===== src/rtl/tt_stim_seq.sv =====
// Truth-table stimulus sequencer: walks a..d through 0..15, holding each vector DWELL cycles.
// Define TT_CAPTURE_EN to build the response capture registers; otherwise tt_f1/tt_f2 read as zero.
module tt_stim_seq #(
  parameter int DWELL = 20
) (
  input  logic        clk,
  input  logic        rst_n,
  input  logic        start,
  input  logic        hold,
  input  logic        f1_in,
  input  logic        f2_in,
  output logic        a,
  output logic        b,
  output logic        c,
  output logic        d,
  output logic        vec_valid,
  output logic        busy,
  output logic        done,
  output logic [15:0] tt_f1,
  output logic [15:0] tt_f2
);

  // state | meaning
  // IDLE  | waiting for start, outputs quiet, tables retained
  // RUN   | presenting vector idx, dwell counter advancing unless held
  // DONE  | one-cycle completion pulse, then back to IDLE
  localparam logic [1:0] IDLE = 2'd0;
  localparam logic [1:0] RUN  = 2'd1;
  localparam logic [1:0] DONE = 2'd2;

  localparam logic [7:0] TC = 8'(DWELL - 1);

  logic [1:0] state;
  logic [3:0] idx;
  logic [7:0] cnt;
  logic       accept;
  logic       sample;

  assign accept = (state == IDLE) && start;
  assign sample = (state == RUN) && !hold && (cnt == TC);

  always_ff @(posedge clk or negedge rst_n) begin
    if (!rst_n) begin
      state     <= IDLE;
      idx       <= 4'd0;
      cnt       <= 8'd0;
      vec_valid <= 1'b0;
      busy      <= 1'b0;
      done      <= 1'b0;
    end else begin
      done <= 1'b0;
      case (state)
        IDLE: begin
          if (start) begin
            state     <= RUN;
            idx       <= 4'd0;
            cnt       <= 8'd0;
            vec_valid <= 1'b1;
            busy      <= 1'b1;
          end
        end
        RUN: begin
          if (!hold) begin
            if (cnt == TC) begin
              cnt <= 8'd0;
              // idx returns to zero on the last vector so a..d read 0000 in DONE
              if (idx == 4'hF) begin
                state     <= DONE;
                idx       <= 4'd0;
                vec_valid <= 1'b0;
                busy      <= 1'b0;
                done      <= 1'b1;
              end else begin
                idx <= idx + 4'd1;
              end
            end else begin
              cnt <= cnt + 8'd1;
            end
          end
        end
        DONE: state <= IDLE;
        default: state <= IDLE;
      endcase
    end
  end

  assign {a, b, c, d} = idx;

`ifdef TT_CAPTURE_EN
  always_ff @(posedge clk or negedge rst_n) begin
    if (!rst_n) begin
      tt_f1 <= 16'h0000;
      tt_f2 <= 16'h0000;
    end else if (accept) begin
      tt_f1 <= 16'h0000;
      tt_f2 <= 16'h0000;
    end else if (sample) begin
      tt_f1[idx] <= f1_in;
      tt_f2[idx] <= f2_in;
    end
  end
`else
  logic unused_resp;
  assign unused_resp = f1_in ^ f2_in ^ accept ^ sample;
  assign tt_f1 = 16'h0000;
  assign tt_f2 = 16'h0000;
`endif

endmodule


===== config.mk =====
export PLATFORM = sky130hd
export DESIGN_NAME = tt_stim_seq
export DESIGN_NICKNAME = d
export VERILOG_FILES = /design/src/rtl/tt_stim_seq.sv
export SDC_FILE = /design/constraint.sdc
export NUM_CORES = 1
export LEC_CHECK = 0
export BUFFER_PORTS_ARGS = -buffer_cell sky130_fd_sc_hd__buf_4
export CAP_MARGIN = 40
export CORE_MARGIN = 2
export CORE_UTILIZATION = 50
export DETAILED_ROUTE_END_ITERATION = 10
export PLACE_DENSITY = 0.83
export SETUP_SLACK_MARGIN = 0.2
export SLEW_MARGIN = 20
export SYNTH_ARGS = -nofsm -noshare
export SYNTH_HDL_FRONTEND = slang
export SYNTH_SLANG_ARGS = --single-unit

===== constraint.sdc =====
create_clock -name clk -period 4.53 [get_ports clk]
set_input_delay 1.359 -clock clk [delete_from_list [all_inputs] [get_ports clk]]
set_output_delay 1.359 -clock clk [all_outputs]
set_load 0.1 [all_outputs]

==> flow_summary.json, run 1 <==
{
  "leakage_nw": 0.509,
  "worstHoldPathCells": 1,
  "n_antenna_cell": 0,
  "dpl.hpwl_um": 1260,
  "die_h_um": 50.1,
  "ir_drop_uv": 501,
  "cts_buffer_depth": 2,
  "dieArea_um2": 2510,
  "numCtsBuffers": 3,
  "grt_start_max_net_pins": 17,
  "routed-via-count": 720,
  "ios": 45,
  "ant_nets": 0,
  "worstHoldStart": "cnt[0]",
  "ys_warn_count": 0,
  "path_cells": "buf_4 > nand2b_1 > a21o_1 > nor2_2 > mux2_2",
  "rr_worst_depth": 5,
  "drc": 0,
  "initial_core_util_pct": 53.7,
  "reg2reg_from": "cnt[0]",
  "gp_congestion": 0.835,
  "status": "finished, final reports clean",
  "postCtsSetupRepairBufs": 0,
  "fin_skew_ps": 3.50,
  "min_period_ps": 2520,
  "r2r_setup_slack_ps": 2650,
  "clock-sinks": 16,
  "finalCritPeriodShare_pct": 55.5,
  "syn_to_final_growth_pct": -0.353,
  "io_buffers": 10,
  "hp-class": "reg2reg",
  "setup-violations-final": 0,
  "crit_family": "simple AND/OR/NAND/NOR gates",
  "yosys_register_bits": 16,
  "die_x_um": 50.1,
  "synth.cell_area_um2": 1060,
  "crit_fanout": 14,
  "drv_cap": 0,
  "post_cts_resized": 0,
  "clkLatencyLatePin_ps": 280,
  "power_uw": 647,
  "antenna_found_initial": 0,
  "cts_hold_buf": 0,
  "cp.required_ps": 4710,
  "report.final.slew_viol_count": 0,
  "cts_tree": "built",
  "start_kind": "input port",
  "startpoint": "hold",
  "p_per_area_nw_per_um2": 610,
  "setup_tns_ps": 0,
  "grt_pass1_vias": 590,
  "rr_endpoint": "idx[0]",
  "fmax_mhz": 397,
  "endpoint_kind": "flop",
  "wire_per_inst_um": 10.9,
  "ys_types": 31,
  "cp.arrival_ps": 2690,
  "nets": 135,
  "syn_avg_cell_area_um2": 9.25,
  "yosysSeqAreaShare_pct": 37.6,
  "fp.coreArea_um2": 1980,
  "root_buffer": "clkbuf_4",
  "whs_endpoint": "cnt[0]",
  "grt_use_total_pct": 13.1,
  "finalHoldViolations": 0,
  "path_clk_slew_ps": 90,
  "viasPerCell": 4.74,
  "grt_setup_unrepaired": "no",
  "drive_gt1_share_pct": 14.4,
  "first_iter_violations": 9,
  "drtPass1Iterations": 4,
  "crit_type": "in2reg",
  "grt_overflow": 0,
  "h-tree-depth": 1,
  "cpMaxStageDelayCell": "mux2_2",
  "drt-total-wl_um": 1650,
  "path_buf_inv": 1,
  "syn_inst": 115,
  "grt_pass1_wl_um": 2500,
  "rows": 16,
  "max_stage_delay_ps": 380
}
==> report_power, final <==
part	internal [mW]	switching [mW]
sequential	0.182	0.0432
combinational	0.0683	0.280
clock	0.0309	0.0424
==> cells in the final DEF (no fill, tap or decap), types with 4 or more instances in the layout <==
master,count
nor2_1,6
nand2_1,7
o21ai_0,4
conb_1,32
nand2b_1,4
nand3_1,4
a21oi_1,5
buf_4,10
o31ai_1,5
dfrtp_1,16
==> worst max path at each step <==
| stage | end | slack, ps | depth (start not counted) |
|---|---|---|---|
| after floorplan | vec_valid | 1830 | 1 |
| after global placement | idx[0] | 1730 | 5 |
| after detailed placement | idx[0] | 1700 | 5 |
| after CTS | idx[0] | 2010 | 5 |
| after global routing | idx[0] | 1930 | 5 |
| final | idx[0] | 2010 | 5 |
==> cell type report <==
cell class / count / area, um^2
fill: 186 / 922
multi-input combinational: 94 / 520
clock buffer: 3 / 22.5
timing repair buffer: 10 / 75.1
sequential: 16 / 400
inverter: 2 / 7.51
tap: 27 / 33.8
==> metal layers <==
metal	GRT usage (%)	vias up	share of wire [%]
met4	8.33	0	2.1
met3	1.82	4	4.8
met1	17.2	331	44
li1	-	360	-
met2	20.0	25	49
met5	0	-	0
==> cells by family after synthesis <==
family          Yosys count  synth area share (%)
compound gates           22                  13.6
simple gates             34                  18.1
fa+ha+maj                 2                  2.35
buf+inv                  36                  24.4
xor+xnor                  3                  2.47
other cells               1                 0.353
flops                    16                  37.6
mux                       1                  1.06
==> state kept, by name (all words and copies together), names as in the netlist <==
signal	flops
cnt	8
done	1
state	2
busy	1
idx	4
==> stage by stage <==
step | hold WS (ps) | cells | util, % | worst slack (ps) | cell area (um^2)
final | 536 | 152 | 53.5 | 2010 | 1060
after global routing | 579 | 152 | 53.5 | 1930 | 1060
after CTS | 549 | 152 | 53.5 | 2010 | 1060
after detailed placement | 533 | 149 | 52.3 | 1700 | 1040
after global placement | 503 | 149 | 52.3 | 1730 | 1040
after floorplan | 476 | 146 | - | 1830 | 1180
==> synthesized netlist by cell type, drive strengths merged <==
| cell | instances | area (um^2) |
|---|---|---|
| nand3 | 4 | 20.0 |
| nor3b | 1 | 7.51 |
| o21ai | 4 | 20.0 |
| nor2 | 7 | 28.8 |
| ha | 2 | 25.0 |
| nor2b | 1 | 6.26 |
| o22ai | 1 | 6.26 |
| a211oi | 3 | 22.5 |
| o41ai | 1 | 8.76 |
| xor2 | 1 | 8.76 |
| or3 | 1 | 6.26 |
| inv | 2 | 7.51 |
| mux2 | 1 | 11.3 |
| a211o | 1 | 8.76 |
| buf | 33 | 248 |
| clkbuf | 1 | 3.75 |
| o31ai | 5 | 37.5 |
| dfrtp | 16 | 400 |
| a21oi | 6 | 33.8 |
| nor3 | 3 | 15.0 |
| nand2 | 7 | 26.3 |
| or4 | 3 | 22.5 |
| xnor2 | 2 | 17.5 |
| nor4b | 1 | 15.0 |
| nand2b | 5 | 38.8 |
| and3 | 1 | 6.26 |
| conb | 1 | 3.75 |
| a21o | 1 | 7.51 |
Note: power is estimated with default switching activity, not from simulation.
==> run 2: changes to the inputs <==
--- a/config.mk
+++ b/config.mk
@@ -8,9 +8,9 @@
 export BUFFER_PORTS_ARGS = -buffer_cell sky130_fd_sc_hd__buf_4
 export CAP_MARGIN = 40
 export CORE_MARGIN = 2
-export CORE_UTILIZATION = 50
+export CORE_UTILIZATION = 47
 export DETAILED_ROUTE_END_ITERATION = 10
-export PLACE_DENSITY = 0.83
+export PLACE_DENSITY = 0.79
 export SETUP_SLACK_MARGIN = 0.2
 export SLEW_MARGIN = 20
 export SYNTH_ARGS = -nofsm -noshare
==> constraint.sdc (replaced) <==
create_clock -name clk -period 2.6 [get_ports clk]
set_input_delay 0.78 -clock clk [delete_from_list [all_inputs] [get_ports clk]]
set_output_delay 0.78 -clock clk [all_outputs]
set_load 0.1 [all_outputs]
==> run 2 against run 1 <==
Against the previous run:
- hold slack got worse by 220 ps
- total power grew 81%
- die area grew 5.9%
- global-route usage is 0.15 points higher
- sequential power grew 74%
- cell area grew 1.4%
- cell count up 1.3%
- sequential share of layout area is 0.53 points lower
- first-iteration DRC count is 33% higher
- routed wire length increased by 0.61%
- via count shrank 0.42%
- worst setup slack lost 1300 ps
==> flow_summary.json, run 2 (same netlist as run 1, synthesis figures left out) <==
{
  "status": "finished, final reports clean",
  "io_buffers": 10,
  "antenna_found_initial": 0,
  "holdWs_ps": 316,
  "max_stage_delay_ps": 380,
  "grt_pass1_wl_um": 2630,
  "ant_nets": 0,
  "regMostFlops": "cnt",
  "grt_start_max_net_pins": 17,
  "reg2reg_from": "cnt[0]",
  "gp_congestion": 0.804,
  "cp.arrival_ps": 2110,
  "post_cts_resized": 0,
  "cpMaxStageDelayCell": "mux2_2",
  "leakage_nw": 0.516,
  "routed-via-count": 717,
  "finish.utilization_pct": 49.5,
  "cts_hold_buf": 0,
  "initial_core_util_pct": 49.0,
  "dp_cells": 150,
  "crit_path_end": "idx[0]",
  "endpoint_kind": "flop",
  "grt_busiest_layer": "met2",
  "numCtsBuffers": 3,
  "fin_skew_ps": 9.49,
  "cp.required_ps": 2790,
  "grt_use_total_pct": 13.2,
  "grt_overflow": 0,
  "hp-class": "in2async",
  "ir_drop_uv": 637,
  "layout_commonest_cell": "conb_1",
  "die_x_um": 51.6,
  "fmax_mhz": 521,
  "path_clk_slew_ps": 100,
  "die_h_um": 51.6,
  "r2r_setup_slack_ps": 730,
  "drc": 0,
  "ios": 45,
  "cts_tree": "built",
  "placed_cell_area_um2": 1040,
  "final_cell_mix": "conb_1, dfrtp_1, buf_4, nand2_1, nor2_1",
  "grtUsageMet2_pct": 21.8,
  "use_met1_pct": 16.5,
  "setup_tns_ps": 0,
  "start_kind": "input port",
  "timing.final.ws_setup_ps": 681,
  "finalCritPeriodShare_pct": 73.8,
  "viasPerCell": 4.66,
  "setup-violations-final": 0,
  "drtPass1Iterations": 6,
  "drt-total-wl_um": 1660,
  "postCtsSetupRepairBufs": 0,
  "rows": 17,
  "min_period_ps": 1920,
  "rr_worst_depth": 5,
  "grt_setup_unrepaired": "no",
  "crit_type": "in2reg",
  "met3_usage_pct": 1.72,
  "report.final.slew_viol_count": 0,
  "reg.largest.list": "cnt x8, idx x4, state x2",
  "drv_cap": 0,
  "nets": 135,
  "grt_pass1_vias": 623,
  "clock-sinks": 16,
  "fp.coreArea_um2": 2170,
  "crit_fanout": 14,
  "clkLatencyLatePin_ps": 300,
  "n_antenna_cell": 0,
  "path_cells": "buf_4 > nand2b_1 > a21o_1 > nor2_2 > mux2_2",
  "root_buffer": "clkbuf_4",
  "startpoint": "hold",
  "drive_gt1_share_pct": 15.1,
  "cts_buffer_depth": 2,
  "power_mw": 1.17,
  "dpl.hpwl_um": 1230,
  "largest_register_ff_count": 8,
  "rr_endpoint": "idx[0]",
  "dp_slack_ps": 355,
  "dieArea_um2": 2660,
  "finalHoldViolations": 0,
  "postLayoutCellArea_um2": 1070,
  "first_iter_violations": 12,
  "h-tree-depth": 1,
  "p_per_area_nw_per_um2": 1090,
  "syn_to_final_growth_pct": 1.06,
  "wire_per_inst_um": 10.8,
  "layoutNonFillerInstCount": 154
}
==> run 2: layout make-up <==
class / count / area [um^2]
well taps: 28 / 35.0
inverters: 2 / 7.51
repair buffers: 10 / 75.1
clock buffers: 4 / 36.3
fillers: 218 / 1090
flip-flops and latches: 16 / 400
multi-input cells: 94 / 520
==> run 2: worst min path at each step <==
stage / to / startpoint / depth (start not counted)
2_1_floorplan: busy / rst_n / 0
3_3_place_gp: cnt[1] / cnt[1] / 2
3_5_place_dp: cnt[0] / cnt[0] / 1
4_1_cts: cnt[4] / rst_n / 1
5_1_grt: cnt[4] / rst_n / 1
6_report: cnt[4] / rst_n / 1
==> run 2: layer usage <==
| layer | routed length (um) | vias up | share of wire [%] |
|---|---|---|---|
| met5 | 0 | - | 0 |
| met4 | 34 | 0 | 2.0 |
| li1 | - | 356 | - |
| met2 | 808 | 24 | 49 |
| met3 | 103 | 5 | 6.2 |
| met1 | 714 | 332 | 43 |
==> run 2: power breakdown <==
group          leakage, nW  internal, mW  total, mW  switching [mW]
registers            0.200         0.317      0.391          0.0739
clock network       0.0210        0.0855      0.169          0.0839
logic                0.295         0.119      0.609           0.490
total                0.516         0.521       1.17           0.648
==> run 2: worst max-delay path: cells and delay by family <==
family          cells  cell delay [ps]
simple gates        2              510
buf+inv             1              120
compound gates      1              320
mux                 1              380
